`src/rtl/scrambler_pkg.sv`:
```
// Shared constants and types for the x^7+x^4+1 serial scrambler.
package scrambler_pkg;

    localparam int unsigned LFSR_W = 7;
    localparam int unsigned TAP_HI = 6;
    localparam int unsigned TAP_LO = 3;

    localparam logic [LFSR_W-1:0] SEED_ZERO_SUB_DEF = 7'b1111111;

    typedef enum logic {
        StLoad,
        StRun
    } state_e;

    function automatic logic lfsr_fb(input logic [LFSR_W-1:0] s);
        return s[TAP_HI] ^ s[TAP_LO];
    endfunction

endpackage

```
`src/rtl/scrambler_lfsr.sv`:
```
// Seedable 7-bit Fibonacci LFSR for S(x)=x^7+x^4+1.
// SCRAMBLER_SEQ_OUT_EN exposes the register contents on lfsr_o.
module scrambler_lfsr
    import scrambler_pkg::*;
#(
    parameter logic [LFSR_W-1:0] SEED_ZERO_SUB = SEED_ZERO_SUB_DEF
) (
    input  logic              clk_i,
    input  logic              rst_i,
    input  logic              load_i,
    input  logic              step_i,
    input  logic [LFSR_W-1:0] seed_i,
    output logic              fb_o
`ifdef SCRAMBLER_SEQ_OUT_EN
    ,
    output logic [LFSR_W-1:0] lfsr_o
`endif
);

    logic [LFSR_W-1:0] lfsr_q, lfsr_d;

    assign fb_o = lfsr_fb(lfsr_q);

    // An all-zero seed would lock the LFSR, so it is replaced.
    always_comb begin
        lfsr_d = lfsr_q;
        if (load_i) begin
            lfsr_d = (seed_i == '0) ? SEED_ZERO_SUB : seed_i;
        end else if (step_i) begin
            lfsr_d = {lfsr_q[LFSR_W-2:0], fb_o};
        end
    end

    always_ff @(posedge clk_i or posedge rst_i) begin
        if (rst_i) begin
            lfsr_q <= '0;
        end else begin
            lfsr_q <= lfsr_d;
        end
    end

`ifdef SCRAMBLER_SEQ_OUT_EN
    assign lfsr_o = lfsr_q;
`endif

endmodule

```
`src/rtl/scrambler.sv`:
```
// Serial additive scrambler/descrambler: LOAD/RUN control, handshake and output registers.
// SCRAMBLER_SEQ_OUT_EN adds the scrambled_seq port showing the LFSR state.
module scrambler
    import scrambler_pkg::*;
#(
    parameter logic [LFSR_W-1:0] SEED_ZERO_SUB = SEED_ZERO_SUB_DEF
) (
    input  logic              clk,
    input  logic              reset,
    input  logic              x,
    input  logic [LFSR_W-1:0] initialState,
    input  logic              run,
    output logic              x_scrambled,
    output logic              valid,
    output logic              rdy
`ifdef SCRAMBLER_SEQ_OUT_EN
    ,
    output logic [LFSR_W-1:0] scrambled_seq
`endif
);

    state_e state_q, state_d;
    logic   rdy_q, rdy_d;
    logic   valid_q, valid_d;
    logic   xs_q, xs_d;
    logic   fb;
    logic   accept;
    logic   load;

    // rdy_q is only ever set in RUN, so it alone qualifies the strobe.
    assign accept = run & rdy_q;
    assign load   = (state_q == StLoad);

    scrambler_lfsr #(
        .SEED_ZERO_SUB (SEED_ZERO_SUB)
    ) u_lfsr (
        .clk_i  (clk),
        .rst_i  (reset),
        .load_i (load),
        .step_i (accept),
        .seed_i (initialState),
        .fb_o   (fb)
`ifdef SCRAMBLER_SEQ_OUT_EN
        ,
        .lfsr_o (scrambled_seq)
`endif
    );

    always_comb begin
        state_d = state_q;
        rdy_d   = rdy_q;
        valid_d = 1'b0;
        xs_d    = xs_q;
        unique case (state_q)
            StLoad: begin
                state_d = StRun;
                rdy_d   = 1'b1;
            end
            StRun: begin
                rdy_d = 1'b1;
                if (accept) begin
                    xs_d    = x ^ fb;
                    valid_d = 1'b1;
                end
            end
            default: begin
                state_d = StLoad;
                rdy_d   = 1'b0;
            end
        endcase
    end

    always_ff @(posedge clk or posedge reset) begin
        if (reset) begin
            state_q <= StLoad;
            rdy_q   <= 1'b0;
            valid_q <= 1'b0;
            xs_q    <= 1'b0;
        end else begin
            state_q <= state_d;
            rdy_q   <= rdy_d;
            valid_q <= valid_d;
            xs_q    <= xs_d;
        end
    end

    assign x_scrambled = xs_q;
    assign valid       = valid_q;
    assign rdy         = rdy_q;

endmodule

```
`config.mk`:
```
export PLATFORM = sky130hd
export DESIGN_NAME = scrambler
export DESIGN_NICKNAME = d
export VERILOG_FILES = /design/src/rtl/scrambler_pkg.sv /design/src/rtl/scrambler_lfsr.sv /design/src/rtl/scrambler.sv
export SDC_FILE = /design/constraint.sdc
export NUM_CORES = 1
export LEC_CHECK = 0
export ABC_CLOCK_PERIOD_IN_PS = 1250
export CORE_UTILIZATION = 35
export CTS_BUF_LIST = sky130_fd_sc_hd__clkbuf_16
export DETAILED_ROUTE_END_ITERATION = 8
export GPL_ROUTABILITY_DRIVEN = 0
export PLACE_DENSITY_LB_ADDON = 0.05
export SLEW_MARGIN = 20
export SYNTH_ARGS = -nofsm -noshare
export SYNTH_HDL_FRONTEND = slang
export SYNTH_HIERARCHICAL = 1
export SYNTH_SLANG_ARGS = --single-unit
export TNS_END_PERCENT = 30
```
`constraint.sdc`:
```
create_clock -name clk -period 1.25 [get_ports clk]
set_clock_uncertainty 0.05 [all_clocks]
set_input_delay 0.1875 -clock clk [delete_from_list [all_inputs] [get_ports clk]]
set_output_delay 0.1875 -clock clk [all_outputs]
set_load 0.01 [all_outputs]
```
* Yosys cells after proc, flatten, opt, wreduce, memory -nomap -nowiden
Cells that the tools add are included.
** Word-level totals
- ROM bits :: 0
- Memories kept :: 0
- Output and inout port bits :: 3
- Bits in writable memories :: 0
- Input bits :: 11
- Bits in registers :: 10
- Latch bits :: 0
** Operators by class
- Eq/ne operators :: 1
- Add/sub/neg operators :: 0
- Multiplexer cells :: 5
- Multipliers :: 0
- Div/mod/pow operators :: 0
- Magnitude comparators :: 0
- Shift operators :: 0
- Bitwise operators :: 3
- Reductions and logical operators :: 2
** Operator list (count)
- 7-bit two-way mux :: 3
- 7-bit logical NOT :: 1
- 1-bit two-way mux :: 2
- 2-bit by 1-bit inequality test with 1-bit output (second input constant) :: 1
- 2-bit AND reduction :: 1
- 1-bit XOR :: 2
- 1-bit AND :: 1

* Longest topological paths before layout
Gate-level depths: netlist of the first run.
- Depth after elaboration :: 3
- Gate-level depth with buffers :: 5

* By module
Netlist of the first run, hierarchy kept.
** Modules (own cells, without submodules)
- scrambler_lfsr :: instances 1, area an instance 412.9 µm², cells an instance 45, seq. area each 175.2 µm²
- scrambler :: instances 1, area an instance 117.6 µm², cells an instance 10, seq. area each 75.1 µm²

* Worst setup path before layout of the first run
Ideal clock, no wire load.
- Path kind :: register -> register
- Start :: register rdy_q, in the netlist rdy
- End :: register u_lfsr.lfsr_q[4]
- Data arrival time :: 1.073 ns
- Slack :: -0.001 ns
- Cell stages (with the launch flop) :: 6
- Data required time :: 1.073 ns
- Library setup time :: 0.127 ns
- Buffers on the path :: 1
- Path through :: dfrtp_1 and2_4 buf_2 nor2b_1 a211oi_1 a21oi_1
** Between the ends
- Cells in the longest elaborated chain, start to end :: 2
- Elaborated cells between the ends (all ways) :: 3
- Those cells by class :: 1 x eq/ne; 1 x mux; 1 x bitwise
** RTL lines
- start: declaration :: RTL line scrambler.sv:23 : logic rdy_q, rdy_d;
- start signal: assignment :: RTL line scrambler.sv:81 : rdy_q <= rdy_d;
- 1-bit AND :: RTL line scrambler.sv:31 : assign accept = run & rdy_q;
- via accept :: RTL line scrambler.sv:27 : logic accept;
- 2-bit by 1-bit inequality test with 1-bit output (no line)
- end signal: assignment :: RTL line scrambler_lfsr.sv:38 : lfsr_q <= lfsr_d;
- end: declaration :: RTL line scrambler_lfsr.sv:20 : logic [LFSR_W-1:0] lfsr_q, lfsr_d;
The timed path passes the listed nets, and every way through them passes these cells.
A chain may end at the register's enable or synchronous reset.

* Final worst setup path of the first run
- Start :: input port run
- End :: register u_lfsr.lfsr_q[1]
** Between the ends
- Cells in the longest elaborated chain, start to end :: 2
** RTL lines
- start: declaration :: RTL line scrambler.sv:12 : input logic run,
- 1-bit AND :: RTL line scrambler.sv:31
- via accept :: RTL line scrambler.sv:27
- 2-bit by 1-bit inequality test with 1-bit output (no line)
The timed path passes the listed nets, and every way through them passes these cells.

==> out/metrics.yaml, run 1 <==
syn_nets: 66
critPathLaunchType: "input pin"
synth_edf_count: 0
drc: 0
synthToLayoutAreaGrowth_pct: 53.5
cp-end-kind: "flip-flop"
place_hpwl_um: 871
die_area_sq_mm: 0.00168
fin_hold_ws_ns: 0.113
wl_per_cell_um: 12.1
fmax_mhz: 814
clock_path_buffers: 2
antenna_found_initial: 0
grt_max_degree: 15
status: "complete, no violations"
syn_area_sq_um: 531
p_per_area_mw_per_mm2: 1400
die_w_um: 40.9
drive_gt1_share_pct: 19.0
synth_top_area_share_pct: 47.2
synth_ff_type: "dfrtp_1"
cts.sinks: 10
cts_setup_buffers: 0
yosys-top-cells-area: "dfrtp_1 47%, a21oi_1 13%, a211oi_1 8.5%"
cts-root-buf: "clkbuf_16"
synth.distinct_cells: 15
finalCriticalPeriod_ns: 1.23
syn_inst: 55
worstPathArrival_ns: 1.27
crit_fanout: 14
synthArstFlopShare_pct: 100
grt_pass1_vias: 429
final_area_sq_um: 815
synth-seq-cells: 10
synth_area_per_cell_sq_um: 9.65
post-route-util_pct: 60.3
synth_top_area_cell: "dfrtp_1"
clk_pin_slew_ns: 0.04
via_per_inst: 4.99
max_cap_violations: 0
setup_viol: 0
initial_core_util_pct: 39.3
yosys_warnings: 6
num_vias: 469
hold_path_class: "in2async"
cts_buffers: 3
crit_type: "in2reg"
period_share_pct: 98.2
synth.top_cells.by_count: "14 x a21oi_1, 10 x dfrtp_1, 6 x a211oi_1, 6 x nor2b_1"
synth_most_common_cell: "a21oi_1"
clk-insertion-delay-late_ns: 0.23
finalHoldViolCount: 0
placed_area_sq_um: 737
antenna_left: 0
cts_tree: "built"
dr.pass1.iters: 4
worstPathRequired_ns: 1.29
grtUsageTotal_pct: 16.6
p_leak_nw: 0.357
fillCellCount: 126
chipHeight_um: 40.9
cts_max_level: 1
portBuffers: 13
grt_overflow: 0
n_antenna_cell: 0
nNetsFinal: 91
grt_first_pass_wirelength_um: 1730
drt_wl_total_um: 1140
slew_viol_final: 0
rows: 13
ios: 14
seq_area_frac_synth_pct: 47.2
rsz0062_at_grt: "true"
irDropWorstVdd_mv: 1.14
drtIter0Drc: 3
core_sq_mm: 0.00135
power breakdown:
part	switching (mW)	internal [mW]	total (mW)
Sequential	0.0212	0.361	0.382
Clock	0.142	0.419	0.561
Combinational	0.0885	0.105	0.193
critical path, stage by stage:
cell and delay (ns):
clkdlybuf4s50_1 0.48, and2_4 0.23, nor2b_1 0.07, a211oi_1 0.22
a21oi_1 0.08
area by class of cell:
| cell class | instances | area (sq um) | share of cell area (%) |
|---|---|---|---|
| multi-input combinational | 40 | 259 | 31.8 |
| sequential | 10 | 250 | 30.7 |
| timing repair buffer | 22 | 196 | 24.1 |
| clock buffer | 3 | 75.1 | 9.22 |
| tap | 15 | 18.8 | 2.30 |
| inverter | 3 | 11.3 | 1.38 |
| clock inverter | 1 | 3.75 | 0.461 |
metrics by stage:
stage               total power, mW  std cells  setup WS [ns]  setup TNS, ns
floorplan                     0.485         55         0.0436              0
global placement              0.585         90         -0.221          -1.31
detailed placement            0.589         90         -0.225          -1.36
CTS                            1.15         94      -0.000209      -0.000209
global route                   1.19         94        -0.0246        -0.0432
finish                         1.14         94         0.0222              0
placed cells by master (no fill, tap or decap):
cell type        Yosys  routed
a211oi_1             6       6
a21oi_1             14      14
a21oi_2              1       1
and2_4               1       1
buf_4                0       9
clkbuf_16            0       3
clkdlybuf4s50_1      0       9
clkinv_1             0       1
conb_1               1       1
dfrtp_1             10      10
dlygate4sd2_1        0       3
dlymetal6s2s_1       0       1
inv_1                3       3
mux2i_1              2       2
nor2_1               3       3
nor2b_1              6       6
nor3_1               3       3
nor4_4               1       1
xnor2_1              1       1
xor2_1               1       1
layer usage:
metal / up-vias / global-route usage, % / wire [um]
met4: 0 / 0 / 0
met1: 210 / 19.7 / 564
met5: - / 0 / 0
met3: 0 / 9.78 / 66
li1: 247 / - / -
met2: 12 / 27.3 / 504
registers in the layout, indices dropped and copies added, names as in the netlist:
name,cells
rdy,1
x_scrambled,1
valid,1
u_lfsr/lfsr_q,7
path summary, 6_finish.rpt:
check / slack, ns / end / start / cells after the start
worst max-delay path: 0.02 / u_lfsr/lfsr_q[1]$_DFFE_PP0P_ / run / 5
worst min-delay path: 0.11 / valid$_DFF_PP0_ / reset / 2
worst max register to register: 0.07 / u_lfsr/lfsr_q[1]$_DFFE_PP0P_ / rdy$_DFF_PP0_ / 4
worst min register to register: 0.47 / x_scrambled$_DFFE_PP0P_ / x_scrambled$_DFFE_PP0P_ / 2
max in group asynchronous: 0.74 / u_lfsr/lfsr_q[1]$_DFFE_PP0P_ / reset / 2
min in group clk: 0.36 / u_lfsr/lfsr_q[6]$_DFFE_PP0P_ / initialState[6] / 3
repair_timing:
| item | in CTS | in global routing |
|---|---|---|
| resized for setup | 3 | 1 |
| hold buffers | 0 | 0 |
| endpoints found under the setup margin | 4 | 6 |
| pin swaps | 0 | 2 |
cells by family (layout without fill, tap and decap cells):
logic type | count (synthesis) | in the layout | synth area share (%)
AOI/OAI and AO/OA | 21 | 21 | 23.3
DFF | 10 | 10 | 47.2
xor gates and xnor gates | 2 | 2 | 3.30
muxes | 2 | 2 | 3.77
and+or+nand+nor | 14 | 14 | 17.7
other | 1 | 1 | 0.707
buffers and inverters | 5 | 29 | 4.01
Note: power is estimated with default switching activity, not from simulation.
==> run 2: changes to the inputs <==
- CORE_MARGIN: unset -> 3
==> run 2 against run 1 <==
Critical path depth decreased by 1. Sequential share of layout area decreased by 1.0 points. Global-route usage decreased by 1.0 points. Register-to-register slack got worse by 0.05 ns.
==> out/metrics.yaml, run 2 (synthesized netlist as in run 1, its figures left out) <==
p_sw_mw: 0.254  # was 0.252 mW
cp_num_buf_inv: 1  # unchanged
cts_max_level: 1  # unchanged
dp_slack_ns: -0.262  # was -0.225 ns
p_clk_share_pct: 48.0  # was 49.4%
critPathLaunch: "rdy$_DFF_PP0_"  # was run
nNetsFinal: 93  # was 91
wl_per_cell_um: 14.2  # was 12.1 um
grtUsageTotal_pct: 15.6  # was 16.6%
clock_path_buffers: 2  # unchanged
cellInternalPower_mw: 0.885  # was 0.884 mW
rows: 13  # unchanged
fmax_mhz: 812  # was 814 MHz
irDropWorstVdd_mv: 0.769  # was 1.14 mV
placed_area_sq_um: 737  # unchanged
hold_buffers: 0  # unchanged
antenna_found_initial: 0  # unchanged
drt_wl_total_um: 1350  # was 1140 um
cts_tree: "built"  # unchanged
chipHeight_um: 44.9  # was 40.9 um
drtIter0Drc: 16  # was 3
grt_pass1_vias: 504  # was 429
place_hpwl_um: 977  # was 871 um
drive_gt1_share_pct: 26.3  # was 19.0%
worstPathRequired_ns: 1.30  # was 1.29 ns
critPathLaunchType: "flip-flop"  # was input pin
place_inst: 90  # unchanged
die_w_um: 44.9  # was 40.9 um
r2r-start: "rdy$_DFF_PP0_"  # unchanged
synthToLayoutAreaGrowth_pct: 59.0  # was 53.5%
n_antenna_cell: 0  # unchanged
drc: 0  # unchanged
p_per_area_mw_per_mm2: 1350  # was 1400 mW/mm^2
power_frac_seq_pct: 33.8  # was 33.6%
status: "complete, no violations"  # unchanged
core_sq_mm: 0.00137  # was 0.00135 sq mm
critPathSlowestCell: "dfrtp_1"  # was clkdlybuf4s50_1
cts.sinks: 10  # unchanged
hold_path_class: "in2async"  # unchanged
portBuffers: 13  # unchanged
largest_register_ffs: 7  # unchanged
path_cells: "and2_4 > buf_4 > a211oi_2 > a21oi_1"  # was clkdlybuf4s50_1 > and2_4 > nor2b_1 > a211oi_1 > a21oi_1
crit_path_max_incr_delay_ns: 0.43  # was 0.48 ns
final_area_sq_um: 843  # was 815 sq um
setup_slack_ns: 0.0185  # was 0.0222 ns
finalCriticalPeriod_ns: 1.23  # about the same
die_area_sq_mm: 0.00202  # was 0.00168 sq mm
p_leak_nw: 0.367  # was 0.357 nW
r2r_slack_ns: 0.02  # was 0.07 ns
initial_core_util_pct: 38.8  # was 39.3%
p_sw_share_pct: 22.3  # was 22.2%
cp-end-kind: "flip-flop"  # unchanged
final_common_cell: "a21oi_1"  # unchanged
final_cells: 95  # was 94
fin_hold_ws_ns: 0.111  # was 0.113 ns
rsz0062_at_grt: "true"  # unchanged
regMostFlops: "u_lfsr/lfsr_q"  # unchanged
post-route-util_pct: 61.7  # was 60.3%
grt_overflow: 0  # unchanged
grt_max_degree: 14  # was 15
dr.pass1.iters: 4  # unchanged
via_per_inst: 5.31  # was 4.99
clk-insertion-delay-late_ns: 0.23  # about the same
p_comb_share_pct: 18.2  # was 17.0%
crit_type: "reg2reg"  # was in2reg
finalHoldViolCount: 0  # unchanged
max_cap_violations: 0  # unchanged
crit_fanout: 7  # was 14
cts-root-buf: "clkbuf_16"  # unchanged
clk_pin_slew_ns: 0.04  # about the same
worstPathArrival_ns: 1.28  # was 1.27 ns
layout_common_cells: "12 x a21oi_1, 10 x buf_4, 10 x dfrtp_1"  # was 14 x a21oi_1, 10 x dfrtp_1, 9 x clkdlybuf4s50_1, 9 x buf_4
slew_viol_final: 0  # unchanged
setup_viol: 0  # unchanged
num_vias: 504  # was 469
period_share_pct: 98.5  # was 98.2%
crit_family: "flip-flops"  # was buffers and inverters
antenna_left: 0  # unchanged
cts_buffers: 3  # unchanged
grt_first_pass_wirelength_um: 2190  # was 1730 um
ios: 14  # unchanged
## run 2: stage by stage
step           setup TNS (ns)  power [mW]
6_report                    0        1.14
3_3_place_gp            -1.30       0.587
5_1_grt                -0.115        1.19
3_5_place_dp            -1.44       0.592
2_1_floorplan               0       0.485
4_1_cts               -0.0328        1.14
## run 2: worst reg2reg max path, delay by kind of cell (launching register included)
family                 cells  cell delay [ns]
buffers and inverters      1             0.14
AOI/OAI and AO/OA          2             0.29
DFF                        1             0.43
and+or+nand+nor            1             0.19
## run 2: power groups by stage
stage	Combinational, mW	Sequential, mW	Clock, mW
final	0.208	0.385	0.546
after CTS	0.201	0.384	0.554
after global placement	0.200	0.387	0
after floorplan	0.0981	0.387	0
after global routing	0.227	0.388	0.577
after detailed placement	0.205	0.387	0
## run 2: layer usage
| metal | track usage, % | part of all wire (%) | vias to the layer above |
|---|---|---|---|
| met4 | 5.26 | 0.74 | 0 |
| met2 | 25.1 | 49 | 17 |
| met1 | 18.7 | 43 | 239 |
| met5 | 0 | 0 | - |
| met3 | 6.37 | 7.0 | 2 |
| li1 | - | - | 246 |
## run 2: worst paths after layout
check | endpoint | depth (start not counted)
setup / recovery | u_lfsr/lfsr_q[6]$_DFFE_PP0P_ | 4
hold / removal | rdy$_DFF_PP0_ | 2
setup reg to reg | u_lfsr/lfsr_q[6]$_DFFE_PP0P_ | 4
hold reg to reg | x_scrambled$_DFFE_PP0P_ | 2
max in group asynchronous | u_lfsr/lfsr_q[0]$_DFFE_PP0P_ | 2
min in group clk | u_lfsr/lfsr_q[5]$_DFFE_PP0P_ | 4
## run 2: layout make-up
class                   instances  area, sq um
clock buffers                   3         75.1
fillers                       130          523
inverters                       3         11.3
multi-input cells              41          284
flip-flops and latches         10          250
well taps                      15         18.8
repair buffers                 23          204
## run 2: repair_timing
action                                  CTS  global route
endpoints found under the setup margin    7             6
pin swaps                                 1             2
gates cloned                              0             1
hold endpoints to repair                  0             0
gates resized for setup                   4             4
setup buffers                             0             1
==> run 3: changes to the inputs <==
- ABC_AREA: unset -> 1
- SKIP_LAST_GASP: unset -> 1
==> run 3 against run 2 <==
Routed wire length shrank 4.7%. Sequential power hardly changed. Core utilization decreased by 9.0 points. Die area up 8.4%. Critical endpoint is now valid. Global-route usage shrank 1.4 points. Clock power up 5.9%. The run now ends with setup timing left. Critical path depth fell by 3. Worst setup slack lost 0.081 ns. Total power increased by 1.5%. Design area decreased by 3.7%. Largest cell class unchanged.
==> out/metrics.yaml, run 3 <==
synth_ff_type: "dfrtp_1"  # unchanged
cts_max_level: 1  # unchanged
n_antenna_cell: 0  # unchanged
initial_core_util_pct: 37.7  # was 38.8%
clock_path_buffers: 2  # unchanged
antenna_left: 0  # unchanged
synth.distinct_cells: 11  # was 15
cts_tree: "built"  # unchanged
grtUsageTotal_pct: 14.2  # was 15.6%
drive_gt1_share_pct: 8.57  # was 26.3%
fin_hold_ws_ns: 0.113  # was 0.111 ns
clk-insertion-delay-late_ns: 0.24  # was 0.23 ns
finalHoldViolCount: 0  # unchanged
drtIter0Drc: 18  # was 16
drc: 0  # unchanged
crit_path_max_incr_delay_ns: 0.52  # was 0.43 ns
via_per_inst: 4.47  # was 5.31
cts_buffers: 3  # unchanged
crit_type: "reg2out"  # was reg2reg
period_share_pct: 105  # was 98.5%
cts_setup_buffers: 0  # unchanged
cts-root-buf: "clkbuf_16"  # unchanged
rsz0062_at_grt: "true"  # unchanged
yosys_warnings: 6  # unchanged
p_leak_nw: 0.438  # was 0.367 nW
hold_path_class: "in2async"  # unchanged
core_sq_mm: 0.00154  # was 0.00137 sq mm
p_per_area_mw_per_mm2: 1420  # was 1350 mW/mm^2
setup_viol: 1  # was 0
synth_most_common_cell: "nand2_1"  # was a21oi_1
die_area_sq_mm: 0.00219  # was 0.00202 sq mm
final_common_cell: "nand2_1"  # was a21oi_1
synth_edf_count: 0  # unchanged
portBuffers: 13  # unchanged
clk_pin_slew_ns: 0.04  # about the same
dr.pass1.iters: 4  # unchanged
ios: 14  # unchanged
synth_top_area_share_pct: 43.0  # was 47.2%
slew_viol_final: 0  # unchanged
regMostFlops: "u_lfsr/lfsr_q"  # unchanged
cp-end-kind: "output port"  # was flip-flop
syn_nets: 98  # was 66
worstPathRequired_ns: 1.01  # was 1.30 ns
path_cells: "clkdlybuf4s50_1"  # was and2_4 > buf_4 > a211oi_2 > a21oi_1
cts.sinks: 10  # unchanged
worst-path-stages: 1  # was 4
yosys-top-cells-area: "dfrtp_1 43%, nand2_1 20%, nor2_1 13%"  # was dfrtp_1 47%, a21oi_1 13%, a211oi_1 8.5%
synth_top_area_cell: "dfrtp_1"  # unchanged
status: "complete, but fails checks"  # was complete, no violations
fin_total_pwr_mw: 1.16  # was 1.14 mW
setup_slack_ns: -0.0627  # was 0.0185 ns
hold_buffers: 0  # unchanged
chipHeight_um: 46.8  # was 44.9 um
cp_num_buf_inv: 1  # unchanged
largest_register_ffs: 7  # unchanged
seq_area_frac_synth_pct: 43.0  # was 47.2%
antenna_found_initial: 0  # unchanged
grt_max_degree: 13  # was 14
synthArstFlopShare_pct: 100  # unchanged
nNetsFinal: 117  # was 93
grt_first_pass_wirelength_um: 2170  # was 2190 um
num_vias: 541  # was 504
die_w_um: 46.8  # was 44.9 um
max_cap_violations: 0  # unchanged
syn_area_sq_um: 582  # was 531 sq um
worstPathArrival_ns: 1.08  # was 1.28 ns
layout_common_cells: "31 x nand2_1, 20 x nor2_1, 11 x inv_1, 11 x clkdlybuf4s50_1, 10 x dfrtp_1"  # was 12 x a21oi_1, 10 x buf_4, 10 x dfrtp_1
synth.top_cells.by_count: "31 x nand2_1, 20 x nor2_1, 11 x inv_1, 10 x dfrtp_1, 8 x o21ai_0"  # was 14 x a21oi_1, 10 x dfrtp_1, 6 x a211oi_1, 6 x nor2b_1
irDropWorstVdd_mv: 0.845  # was 0.769 mV
critPathLaunchType: "flip-flop"  # unchanged
crit_fanout: 1  # was 7
ff2ff_path_depth: 6  # was 4
synth-seq-cells: 10  # unchanged
violations: "setup timing"
synth_area_per_cell_sq_um: 6.69  # was 9.65 sq um
fmax_mhz: 762  # was 812 MHz
place_hpwl_um: 1030  # was 977 um
critPathSlowestCell: "clkdlybuf4s50_1"  # was dfrtp_1
grt_overflow: 0  # unchanged
finalCriticalPeriod_ns: 1.31  # was 1.23 ns
grt_pass1_vias: 499  # was 504
synthToLayoutAreaGrowth_pct: 39.6  # was 59.0%
syn_inst: 87  # was 55
drt_wl_total_um: 1290  # was 1350 um
wl_per_cell_um: 10.6  # was 14.2 um
rows: 14  # was 13
crit_family: "buffers and inverters"  # was flip-flops
-- run 3: final cells by class --
type | count | area (sq um)
Clock buffer | 3 | 75.1
Clock inverter | 1 | 3.75
Fill cell | 170 | 729
Inverter | 12 | 45.0
Multi-Input combinational cell | 63 | 264
Sequential cell | 10 | 250
Tap cell | 16 | 20.0
Timing Repair Buffer | 16 | 154
-- run 3: routing by layer --
metal  track usage, %  vias up  routed length (um)
met3             4.60        0                  36
met4             4.97        0                   0
met2             21.7        6                 614
met1             18.7      240                 636
li1                 -      295                   -
met5                0        -                   0
-- run 3: cells by family after synthesis --
kind of cell | synth area share [%]
AND/OR/NAND/NOR | 36.6
buffers and inverters | 11.6
AO/OA/AOI/OAI | 8.17
other | 0.645
flip-flops | 43.0
-- run 3: power breakdown --
group	switching, mW	leakage, nW	internal (mW)
Combinational	0.100	0.280	0.0895
Clock	0.158	0.0385	0.420
Sequential	0.0229	0.119	0.364
Total	0.281	0.438	0.874
-- run 3: path summary, 6_finish.rpt --
path | start | end | slack (ns)
min in group clk | u_lfsr/lfsr_q[0]$_DFFE_PP0P_ | u_lfsr/lfsr_q[0]$_DFFE_PP0P_ | 0.43
max in group asynchronous | reset | u_lfsr/lfsr_q[3]$_DFFE_PP0P_ | 0.75
worst min-delay path | reset | rdy$_DFF_PP0_ | 0.11
worst max-delay path | valid$_DFF_PP0_ | valid | -0.06
worst max register to register | rdy$_DFF_PP0_ | u_lfsr/lfsr_q[4]$_DFFE_PP0P_ | 0.08
worst min register to register | u_lfsr/lfsr_q[0]$_DFFE_PP0P_ | u_lfsr/lfsr_q[0]$_DFFE_PP0P_ | 0.43
-- run 3: through the flow --
stage	cells	utilization [%]	cell area, sq um	worst slack, ns	TNS, ns
after floorplan	87	-	582	0.141	0
after global placement	117	47.5	732	-0.0906	-0.509
after detailed placement	117	47.5	732	-0.0852	-0.513
after CTS	121	52.5	810	-0.113	-0.187
after global routing	121	52.7	812	-0.112	-0.189
final	121	52.7	812	-0.0627	-0.0627
-- run 3: what timing repair did --
item,CTS,global route
gates resized for setup,1,1
pin swaps,0,0
setup endpoints to repair,3,6
